## src/rtl/fifo_pkg.sv

```systemverilog
// Shared constants and pointer helpers for the async FIFO pointer controllers.
package fifo_pkg;
  localparam int MEM_DEPTH_DFLT = 8;
  localparam int ADDR_W         = $clog2(MEM_DEPTH_DFLT);
  localparam int PTR_W          = ADDR_W + 1;

  function automatic logic [31:0] bin2gray(input logic [31:0] b);
    return b ^ (b >> 1);
  endfunction
endpackage

```

## src/rtl/fifo_wr_ptr_ctrl_gray2bin.sv

```systemverilog
// Combinational Gray-to-binary converter; each binary bit is the XOR of all Gray bits at or above it.
module gray2bin #(
  parameter int WIDTH = 4
) (
  input  logic [WIDTH-1:0] i_gray,
  output logic [WIDTH-1:0] o_bin
);
  for (genvar i = 0; i < WIDTH; i++) begin : g_bit
    assign o_bin[i] = ^i_gray[WIDTH-1:i];
  end
endmodule

```

## src/rtl/fifo_wr_ptr_ctrl.sv

```systemverilog
// Write-side pointer controller of the async FIFO: binary/Gray write pointer, full/almost-full,
// pessimistic fill level and sticky overflow, all against the synchronized read Gray pointer.
module fifo_wr_ptr_ctrl
  import fifo_pkg::*;
#(
  parameter  int MEM_DEPTH = MEM_DEPTH_DFLT,
  parameter  int AF_THRESH = MEM_DEPTH - 2,
  localparam int C_ADDR_W  = $clog2(MEM_DEPTH),
  localparam int C_PTR_W   = C_ADDR_W + 1
) (
  input  logic               clk,
  input  logic               RST,
  input  logic               W_INC,
  input  logic [C_PTR_W-1:0] WQ2_RPTR,
  input  logic               OVF_CLR,
  output logic [C_PTR_W-2:0] W_ADDR,
  output logic               W_CLKEN,
  output logic [C_PTR_W-1:0] W_GPTR,
  output logic               FULL,
  output logic               ALMOST_FULL,
  output logic [C_PTR_W-1:0] W_LEVEL,
  output logic               OVERFLOW
);
  logic [C_PTR_W-1:0] r_wbin;
  logic [C_PTR_W-1:0] r_gptr;
  logic               r_full;
  logic               r_afull;
  logic [C_PTR_W-1:0] r_level;
  logic               r_ovf;

  logic               w_accept;
  logic [C_PTR_W-1:0] w_wbin_nxt;
  logic [C_PTR_W-1:0] w_gnxt;
  logic [C_PTR_W-1:0] w_rbin;
  logic [C_PTR_W-1:0] w_level_nxt;
  logic [C_PTR_W-1:0] w_rptr_full;
  logic               w_full_nxt;

  gray2bin #(.WIDTH(C_PTR_W)) u_rptr_g2b (
    .i_gray (WQ2_RPTR),
    .o_bin  (w_rbin)
  );

  assign w_accept    = W_INC & ~r_full;
  assign w_wbin_nxt  = r_wbin + C_PTR_W'(w_accept);
  assign w_gnxt      = C_PTR_W'(bin2gray(32'(w_wbin_nxt)));
  assign w_level_nxt = w_wbin_nxt - w_rbin;

  // Full when the write pointer is one lap ahead: in Gray that flips the top two bits.
  assign w_rptr_full = {~WQ2_RPTR[C_PTR_W-1:C_PTR_W-2], WQ2_RPTR[C_PTR_W-3:0]};
  assign w_full_nxt  = (w_gnxt == w_rptr_full);

  always_ff @(posedge clk) begin
    if (!RST) begin
      r_wbin  <= '0;
      r_gptr  <= '0;
      r_full  <= 1'b0;
      r_afull <= 1'b0;
      r_level <= '0;
      r_ovf   <= 1'b0;
    end else begin
      r_wbin  <= w_wbin_nxt;
      r_gptr  <= w_gnxt;
      r_full  <= w_full_nxt;
      r_afull <= (w_level_nxt >= C_PTR_W'(AF_THRESH));
      r_level <= w_level_nxt;
      if (W_INC && r_full)
        r_ovf <= 1'b1;
      else if (OVF_CLR)
        r_ovf <= 1'b0;
    end
  end

  assign W_ADDR      = r_wbin[C_PTR_W-2:0];
  assign W_CLKEN     = w_accept;
  assign W_GPTR      = r_gptr;
  assign FULL        = r_full;
  assign ALMOST_FULL = r_afull;
  assign W_LEVEL     = r_level;
  assign OVERFLOW    = r_ovf;
endmodule

```

## config.mk

```make
export PLATFORM = sky130hd
export DESIGN_NAME = fifo_wr_ptr_ctrl
export DESIGN_NICKNAME = d
export VERILOG_FILES = /design/src/rtl/fifo_pkg.sv /design/src/rtl/fifo_wr_ptr_ctrl_gray2bin.sv /design/src/rtl/fifo_wr_ptr_ctrl.sv
export SDC_FILE = /design/constraint.sdc
export NUM_CORES = 1
export LEC_CHECK = 0
export BUFFER_PORTS_ARGS = -buffer_cell sky130_fd_sc_hd__buf_2
export CORE_AREA = 2 2 39 41
export DETAILED_ROUTE_END_ITERATION = 10
export DIE_AREA = 0 0 41 43
export HOLD_SLACK_MARGIN = 0.02
export PLACE_DENSITY = 0.86
export SLEW_MARGIN = 20
export SYNTH_ARGS = -nofsm -noshare
export SYNTH_HDL_FRONTEND = slang
export SYNTH_SLANG_ARGS = --single-unit
```

## constraint.sdc

```tcl
create_clock -name clk -period 6 [get_ports clk]
set_input_delay 0.3 -clock clk [delete_from_list [all_inputs] [get_ports clk]]
set_output_delay 0.3 -clock clk [all_outputs]
set_load 0.02 [all_outputs]
```

==> results of run 1 <==
-- area by class of cell --
class | count | area [µm²] | area share (%)
timing repair buffer | 22 | 110 | 13.6
sequential | 14 | 280 | 34.7
multi-input combinational | 45 | 339 | 42.0
inverter | 6 | 22.5 | 2.79
clock buffer | 4 | 36.3 | 4.49
tap | 16 | 20.0 | 2.48
-- critical path: stages (launching register included) --
cell and delay, ns:
dfxtp_1 0.32, nor2b_1 0.15, ha_1 0.23, ha_1 0.22
xor2_1 0.29, ha_1 0.32, a21oi_1 0.18, xor2_1 0.25
a22o_1 0.15
-- per-layer routing --
metal  global-route usage, %  routed length, µm
met3                    3.14                 61
met4                    13.3                 51
met2                    27.5                611
met5                       0                  0
met1                    16.7                492
-- how the worst max path moves through the flow --
stage	cells past startpoint	end	slack [ns]
2_1_floorplan	8	ALMOST_FULL$_SDFF_PN0_	3.73
3_3_place_gp	9	W_LEVEL[3]$_SDFF_PN0_	3.83
3_5_place_dp	9	ALMOST_FULL$_SDFF_PN0_	3.77
4_1_cts	8	W_LEVEL[3]$_SDFF_PN0_	3.86
5_1_grt	8	ALMOST_FULL$_SDFF_PN0_	3.62
6_report	8	ALMOST_FULL$_SDFF_PN0_	3.83
-- kinds of logic (layout without fill, tap and decap cells) --
kind of cell    Yosys count  count (layout)
xor+xnor                 16              16
flops                    14              14
compound gates            4               4
buf+inv                   6              32
simple gates             19              19
fa+ha+maj                 6               6
-- metrics by stage --
stage,utilization [%],std cells,setup WS (ns)
finish,58.4,107,3.83
global route,58.4,107,3.62
CTS,58.4,107,3.86
detailed placement,55.8,103,3.77
global placement,55.8,103,3.83
floorplan,-,65,3.73
-- layout by cell type (no fill, tap or decap) --
master / Yosys / routed
and2_1: 4 / 4
nand3_1: 2 / 2
clkbuf_8: 0 / 1
dfxtp_1: 14 / 14
xor2_1: 8 / 8
nand2_1: 3 / 3
nor3_1: 1 / 1
inv_1: 6 / 6
a21o_1: 1 / 1
nor2b_1: 1 / 1
clkbuf_4: 0 / 3
a21oi_1: 2 / 2
a22o_1: 1 / 1
nand2b_1: 1 / 1
ha_1: 5 / 5
fa_1: 1 / 1
buf_2: 0 / 22
xnor2_1: 8 / 8
nor2_1: 7 / 7
-- flip-flops by register name, indices dropped and copies added, names as in the netlist --
register     flops
W_LEVEL          4
r_wbin           4
W_GPTR           3
ALMOST_FULL      1
FULL             1
OVERFLOW         1
-- power by group --
group / total, mW / internal [mW] / switching, mW / leakage, nW
Combinational: 0.0908 / 0.0368 / 0.0540 / 0.289
Clock: 0.0664 / 0.0369 / 0.0295 / 0.0210
Sequential: 0.110 / 0.106 / 0.00355 / 0.115
==> reports/qor.txt, run 1 <==
Final ANT Viol Nets - 0
crit path launch - FULL$_SDFF_PN0_
Clock Latency Late Sink - 0.28 ns
initial antenna violation count - 0
async set-reset flop share out of synthesis - 0%
Max Fanout on Critical Path - 3
area post-placement - 772 µm²
critical path data required time - 6.23 ns
clock sink total - 14
Final Skew - 0.00238 ns
IR drop worst, VDD - 0.177 mV
Via density - 4.90
setup violators final - 0
Row Count - 14
max_slew headroom - 79.0%
Slew Viols, Final - 0
xor and xnor area share after synthesis - 21.8%
Die H - 43 µm
largest net degree at the start of global routing - 9
I/O Pins - 23
final hold slack - 0.271 ns
count leader, synth - dfxtp_1
CTS Buffer Depth - 2
RSZ-0062 raised after global routing - no
#FFs+latches synth - 14
largest family of logic cells by synthesized area - XOR/XNOR gates
Crit Reg-Reg Endpoint - ALMOST_FULL$_SDFF_PN0_
Synth Warn # - 0
first-pass GRT wire length - 1.93 mm
RR Startpoint - FULL$_SDFF_PN0_
die area - 1760 µm²
Filler cells - 125
DRT iter0 DRCs - 12
total grt overflow - 0
number of synthesized flops with an enable pin - 0
Hold Buf Count CTS - 0
Worst setup EP type - flip-flop
Synth area leaders - dfxtp_1 (44%), xnor2_1 (11%), xor2_1 (11%)
final worst path period share - 36.2%
GPL Wtd Cong - 0.839
adder-cell share of the synthesized area - 12.9%
total track usage - 16.7%
Synth Net Count - 79
distinct cell type count after synthesis - 16
Synth Area in Simple Gates - 14.0%
Min Clock Period, post-route - 2.17 ns
Hold Fails Final Rpt - 0
n_diodes - 0
Fin Setup TNS - 0 ns
multiplexer area fraction after synthesis - 0%
Final Cell Area - 808 µm²
core footprint - 1380 µm²
FMAX - 460 MHz
starting density of the core - 46.4%
PostCTS Resize Cnt - 0
DRT Pass-1 Iters - 4
Seq/Total Area, Yosys - 43.7%
compound-cell area share of the yosys netlist - 4.09%
Hold Startpoint - W_INC
nets - 106
H-Tree Depth - 1
area leader, netlist - dfxtp_1
Layout area overhead - 25.9%
area fraction of the dominant cell type after synthesis - 43.7%
Tightest Pin Transition - 0.314 ns
Avg Cell Area, Syn - 9.87 µm²
r2r setup slk - 3.83 ns
Avg WL per Cell - 11.4 µm
R2R depth - 8
worst min-delay path category - in2reg
Reg clk slew, reported paths - 0.08 ns
synth cell count leaders - dfxtp_1 (14), xnor2_1 (8), xor2_1 (8)
hold worst-path end - OVERFLOW$_SDFFE_PN0P_
PD cells - 331 nW/µm²
via count - 524
total power - 0.267 mW
CP Class - reg2reg
Mapped Area - 642 µm²
maxcap violations - 0
Post-CTS Setup Inserts - 0
layout cells sized above 1 - 28.6%
vias in the first global route - 512
die width - 41 µm
CTS tree - yes
DP Wirelength - 993 µm
Routed Wire Length - 1.22 mm
Main synth FF type - dfxtp_1
startpoint types - flip-flop
LEAKAGE - 0.425 nW
outcome - finished clean
total CTS buffers - 3
DRC - 0
clock root cell - clkbuf_4
CP arrival - 2.40 ns
Post-Synthesis Cells - 65
WHS Path Cells - 3
Port Buffer Count - 22
Power figures use the tool's default switching activity.
==> inputs of run 2 (changes only) <==
--- a/config.mk
+++ b/config.mk
@@ -5,12 +5,12 @@
 export SDC_FILE = /design/constraint.sdc
 export NUM_CORES = 1
 export LEC_CHECK = 0
+export ABC_AREA = 1
 export BUFFER_PORTS_ARGS = -buffer_cell sky130_fd_sc_hd__buf_2
-export CORE_AREA = 2 2 39 41
+export CORE_UTILIZATION = 49
 export DETAILED_ROUTE_END_ITERATION = 10
-export DIE_AREA = 0 0 41 43
 export HOLD_SLACK_MARGIN = 0.02
-export PLACE_DENSITY = 0.86
+export PLACE_DENSITY = 0.85
 export SLEW_MARGIN = 20
 export SYNTH_ARGS = -nofsm -noshare
 export SYNTH_HDL_FRONTEND = slang
==> constraint.sdc (replaced) <==
create_clock -name clk -period 2 [get_ports clk]
set_input_delay 0.1 -clock clk [delete_from_list [all_inputs] [get_ports clk]]
set_output_delay 0.1 -clock clk [all_outputs]
set_load 0.02 [all_outputs]
==> run 2 against run 1 <==
Effect of this change:
- worst setup slack lost 3.7 ns
- combinational power grew to 3.3 times the previous value
- via count grew 45%
- largest power group unchanged
- register-to-register slack lost 3.7 ns
- highest routed layer unchanged
- synthesized area grew 19%
- clock power increased to 3.2 times the previous value
==> reports/qor.txt, run 2 <==
die width - 41.5 µm
max_slew headroom - 79.9%
CTS Buffer Depth - 2
Tightest Pin Transition - 0.300 ns
final worst path period share - 94.6%
clock root cell - clkbuf_4
synth cell count leaders - nand2_1 (21), inv_1 (17), dfxtp_1 (14)
n_diodes - 0
clock sink total - 14
Fin Setup TNS - 0 ns
CTS tree - yes
DRC - 0
H-Tree Depth - 1
Avg WL per Cell - 12.3 µm
FMAX - 528 MHz
nets - 146
Layout area overhead - 30.1%
CP Class - reg2reg
area leader, netlist - dfxtp_1
via count - 759
Crit Reg-Reg Endpoint - ALMOST_FULL$_SDFF_PN0_
DP Wirelength - 1.34 mm
setup violators final - 0
Post-Place Cells - 142
largest net degree at the start of global routing - 10
worst min-delay path category - in2reg
async set-reset flop share out of synthesis - 0%
WHS Path Cells - 4
core footprint - 1380 µm²
number of synthesized flops with an enable pin - 0
Final Skew - 0.00353 ns
Seq/Total Area, Yosys - 36.7%
Post-Synthesis Cells - 104
Via density - 5.20
fin cells - 146
#FFs+latches synth - 14
Clock Latency Late Sink - 0.29 ns
Synth Net Count - 118
total track usage - 22.7%
LEAKAGE - 0.546 nW
Main synth FF type - dfxtp_1
die area - 1720 µm²
maxcap violations - 0
Reg clk slew, reported paths - 0.09 ns
Avg Cell Area, Syn - 7.35 µm²
Die H - 41.5 µm
IR drop worst, VDD - 0.520 mV
vias in the first global route - 713
Worst setup EP type - flip-flop
Hold Buf Count CTS - 0
Slew Viols, Final - 0
layout cells sized above 1 - 35.1%
commonest non-fill, non-tap cell in the layout - buf_2
r2r setup slk - 0.11 ns
Synth Warn # - 0
PD cells - 850 nW/µm²
Port Buffer Count - 22
Synth area leaders - dfxtp_1 (37%), nand2_1 (10%), inv_1 (8.3%)
I/O Pins - 23
total grt overflow - 0
DRT iter0 DRCs - 15
Final Cell Area - 995 µm²
R2R depth - 9
count leader, synth - nand2_1
Row Count - 13
GPL Wtd Cong - 0.880
area post-placement - 922 µm²
RSZ-0062 raised after global routing - no
initial antenna violation count - 0
starting density of the core - 55.3%
Hold Fails Final Rpt - 0
distinct cell type count after synthesis - 19
hold worst-path end - OVERFLOW$_SDFFE_PN0P_
startpoint types - flip-flop
Final ANT Viol Nets - 0
Min Clock Period, post-route - 1.89 ns
Hold Startpoint - OVF_CLR
Max Fanout on Critical Path - 4
total CTS buffers - 3
CP arrival - 2.13 ns
Post-CTS Setup Inserts - 0
first-pass GRT wire length - 2.92 mm
area fraction of the dominant cell type after synthesis - 36.7%
critical path data required time - 2.24 ns
RR Startpoint - FULL$_SDFF_PN0_
commonest cells after routing, fill and taps aside - buf_2 (22), nand2_1 (21), inv_1 (16)
DRT Pass-1 Iters - 4
Mapped Area - 764 µm²
Core Util, Final - 71.9%
outcome - finished clean
Routed Wire Length - 1.79 mm
-- run 2: changes by cell type in the layout (fill, tap and decap cells not counted), sizes merged, moves of 3 or more --
cell   change
inv       +12
nor2       +6
nand3      +8
and2       -3
xnor2      -6
nand2     +27
xor2       -5
-- run 2: cells by family (layout without fill, tap and decap cells) --
| group | count (synthesis) | count (layout) | synth area share (%) |
|---|---|---|---|
| fa+ha+maj | 6 | 6 | 10.8 |
| flops | 14 | 14 | 36.7 |
| buf+inv | 19 | 46 | 9.33 |
| compound gates | 3 | 3 | 1.96 |
| xor+xnor | 5 | 5 | 6.71 |
| simple gates | 57 | 57 | 34.5 |
-- run 2: repair_timing --
action | in CTS | in global routing
pin swaps | 0 | 1
gates cloned | 0 | 0
endpoints found under the setup margin | 2 | 3
resized for setup | 2 | 4
-- run 2: report_power, final --
part           switching [mW]  internal (mW)
Clock                   0.104          0.111
Sequential             0.0135          0.315
Combinational           0.183          0.118
Total                   0.301          0.544
-- run 2: final cells by class --
| type | count | area, µm² |
|---|---|---|
| sequential | 14 | 284 |
| timing repair buffer | 23 | 118 |
| tap | 15 | 18.8 |
| clock buffer | 4 | 36.3 |
| inverter | 19 | 71.3 |
| fill | 111 | 388 |
| multi-input combinational | 71 | 467 |
-- run 2: critical path: stages, from the launching register on --
cell and delay (ns):
dfxtp_4 0.37, nor2_4 0.04, ha_4 0.17, ha_4 0.29, inv_2 0.06, fa_1 0.43, xor2_1 0.16, nor2_1 0.17
nand2_1 0.07, nand2_1 0.07
-- run 2: metrics by stage --
step | power [mW] | setup slack [ns] | hold slack (ns)
final | 0.845 | 0.107 | 0.0535
after global routing | 0.887 | 0.0126 | 0.0834
after detailed placement | 0.617 | -0.0436 | 0.362
after floorplan | 0.530 | 0.00325 | 0.198
after global placement | 0.604 | 0.0662 | 0.348
after CTS | 0.828 | 0.0442 | 0.0642
-- run 2: worst max path at each step --
| stage | startpoint | end | slack [ns] | cells after the start |
|---|---|---|---|---|
| final | FULL$_SDFF_PN0_ | ALMOST_FULL$_SDFF_PN0_ | 0.11 | 9 |
| after global routing | FULL$_SDFF_PN0_ | ALMOST_FULL$_SDFF_PN0_ | 0.01 | 12 |
| after CTS | FULL$_SDFF_PN0_ | ALMOST_FULL$_SDFF_PN0_ | 0.04 | 11 |
| after detailed placement | FULL$_SDFF_PN0_ | ALMOST_FULL$_SDFF_PN0_ | -0.04 | 13 |
| after global placement | FULL$_SDFF_PN0_ | ALMOST_FULL$_SDFF_PN0_ | 0.07 | 13 |
| after floorplan | FULL$_SDFF_PN0_ | ALMOST_FULL$_SDFF_PN0_ | 0.003 | 12 |
-- run 2: layer usage --
metal	global-route usage (%)	wire (µm)	up-vias
li1	-	-	376
met1	24.7	701	346
met2	42.5	947	30
met3	3.91	91	7
met4	9.68	49	0
met5	0	0	-
==> inputs of run 3 (changes only) <==
--- a/config.mk
+++ b/config.mk
@@ -7,10 +7,11 @@
 export LEC_CHECK = 0
 export ABC_AREA = 1
 export BUFFER_PORTS_ARGS = -buffer_cell sky130_fd_sc_hd__buf_2
-export CORE_UTILIZATION = 49
+export CORE_UTILIZATION = 50
+export CTS_BUF_LIST = sky130_fd_sc_hd__clkbuf_4 sky130_fd_sc_hd__clkbuf_8
 export DETAILED_ROUTE_END_ITERATION = 10
 export HOLD_SLACK_MARGIN = 0.02
-export PLACE_DENSITY = 0.85
+export PLACE_DENSITY = 0.86
 export SLEW_MARGIN = 20
 export SYNTH_ARGS = -nofsm -noshare
 export SYNTH_HDL_FRONTEND = slang
==> run 3 against run 2 <==
Effect of this change:
- maximum frequency grew 3.2%
- highest routed layer unchanged
- power grew 0.32%
- first-iteration DRC count grew 33%
- combinational power grew 4%
- final area grew 3.8%
- non-clock buffer count grew 3
- cell count grew 2.1%
==> reports/qor.txt, run 3 (synthesis results as in run 2) <==
die width - 41.1 µm
clock sink total - 14
via count - 757
Routed Wire Length - 1.84 mm
die area - 1690 µm²
RR Startpoint - FULL$_SDFF_PN0_
FMAX - 545 MHz
Slowest Stage Delay on Critical Path - 0.36 ns
DP Wirelength - 1.26 mm
Levels on crit path - 13
Layout area overhead - 35.0%
GPL Wtd Cong - 0.837
Hold Fails Final Rpt - 0
Final Skew - 0.00125 ns
CTS Buffer Depth - 2
worst path cell trace - nor2_4 > ha_4 > ha_4 > inv_1 > nand2_2 > nand2_4 > inv_4 > ha_4 > a21oi_2 > nor2b_1 > nand3_1 > nand3_1 > nand2_1
Worst setup EP type - flip-flop
commonest cells after routing, fill and taps aside - buf_2 (22), nand2_1 (19), inv_1 (17)
WHS Path Cells - 4
largest net degree at the start of global routing - 10
R2R depth - 13
maxcap violations - 0
area post-placement - 922 µm²
Final Cell Area - 1030 µm²
Hold Startpoint - OVF_CLR
worst min-delay path category - in2reg
Crit Reg-Reg Endpoint - ALMOST_FULL$_SDFF_PN0_
critical path data required time - 2.18 ns
Via density - 5.08
Die H - 41.1 µm
Row Count - 13
total CTS buffers - 3
most frequent CP cell - ha_4
Port Buffer Count - 22
total power - 0.848 mW
DRT Pass-1 Iters - 4
final worst slack - 0.166 ns
total grt overflow - 0
Clock Latency Late Sink - 0.28 ns
startpoint types - flip-flop
Max stage delay cell, worst path - dfxtp_4
final worst path period share - 91.7%
CTS tree - yes
first-pass GRT wire length - 2.61 mm
outcome - finished clean
Final ANT Viol Nets - 0
initial antenna violation count - 0
CP arrival - 2.02 ns
vias in the first global route - 620
sequential power share - 38.9%
I/O Pins - 23
clock share of power - 24.3%
r2r setup slk - 0.17 ns
starting density of the core - 56.0%
layout cells sized above 1 - 37.3%
crit path launch - FULL$_SDFF_PN0_
H-Tree Depth - 1
nets - 149
LEAKAGE - 0.559 nW
clock root cell - clkbuf_4
total track usage - 24.0%
cell family with most CP delay - simple AND/OR/NAND/NOR gates
net switching power - 0.295 mW
WP buf/inv - 2
Sw Ratio - 34.8%
Tightest Pin Transition - 0.349 ns
Max Fanout on Critical Path - 3
Hold Buf Count CTS - 0
PD cells - 821 nW/µm²
Slew Viols, Final - 0
commonest non-fill, non-tap cell in the layout - buf_2
setup violators final - 0
Avg WL per Cell - 12.3 µm
Fin Setup TNS - 0 ns
end of the critical path - ALMOST_FULL$_SDFF_PN0_
Reg clk slew, reported paths - 0.09 ns
Min Clock Period, post-route - 1.83 ns
IR drop worst, VDD - 0.454 mV
RSZ-0062 raised after global routing - no
Internal Power - 0.552 mW
n_diodes - 0
max_slew headroom - 76.6%
DRC - 0
DRT iter0 DRCs - 20
core footprint - 1370 µm²
CP Class - reg2reg
Combinational Power Share - 36.8%
pre-CTS WS - 0.0198 ns
run 3: cell types whose count changed in the layout (fill, tap and decap cells not counted), moves of 2 or more:
cell     before  now
inv_2         2    0
buf_4         1    4
nand2_1      21   19
nand2_2       8   10
run 3: metrics by stage:
| stage | std cells | utilization [%] | hold slack (ns) |
|---|---|---|---|
| floorplan | 104 | - | 0.198 |
| global placement | 142 | 67.5 | 0.349 |
| detailed placement | 142 | 67.5 | 0.368 |
| CTS | 146 | 70.4 | 0.0665 |
| global route | 149 | 75.5 | 0.102 |
| finish | 149 | 75.5 | 0.0602 |
run 3: worst min path at each step:
stage,to,slack (ns)
3_5_place_dp,OVERFLOW$_SDFFE_PN0P_,0.37
3_3_place_gp,OVERFLOW$_SDFFE_PN0P_,0.35
2_1_floorplan,r_wbin[0]$_SDFF_PN0_,0.20
5_1_grt,r_wbin[0]$_SDFF_PN0_,0.10
6_report,OVERFLOW$_SDFFE_PN0P_,0.06
4_1_cts,OVERFLOW$_SDFFE_PN0P_,0.07
run 3: power by group through the flow:
stage	clock network, mW	registers (mW)	logic (mW)
after floorplan	0	0.385	0.146
after global placement	0	0.334	0.271
after detailed placement	0	0.335	0.279
after CTS	0.206	0.329	0.285
after global routing	0.218	0.335	0.346
final	0.206	0.330	0.312
run 3: worst register-to-register path, cell delays in order (launching register included):
cell and delay (ns):
dfxtp_4 0.36, nor2_4 0.12, ha_4 0.16, ha_4 0.13, inv_1 0.04, nand2_2 0.08, nand2_4 0.07, inv_4 0.07
ha_4 0.21, a21oi_2 0.14, nor2b_1 0.13, nand3_1 0.08, nand3_1 0.09, nand2_1 0.05
run 3: final cells by class:
type | count | area (µm²)
repair buffers | 26 | 140
fillers | 99 | 334
multi-input cells | 71 | 479
flip-flops and latches | 14 | 284
inverters | 19 | 73.8
well taps | 15 | 18.8
clock buffers | 4 | 36.3
run 3: repair_timing:
| action | 4_1_cts | 5_1_grt |
|---|---|---|
| pin swaps | 0 | 4 |
| gates resized for setup | 1 | 9 |
| buffers inserted | 0 | 3 |
| setup endpoints to repair | 2 | 2 |
run 3: metal layers:
metal / track usage (%) / routed length [µm]
met5: 0 / 0
met3: 3.26 / 91
met4: 12.1 / 28
met2: 39.5 / 873
met1: 30.4 / 844
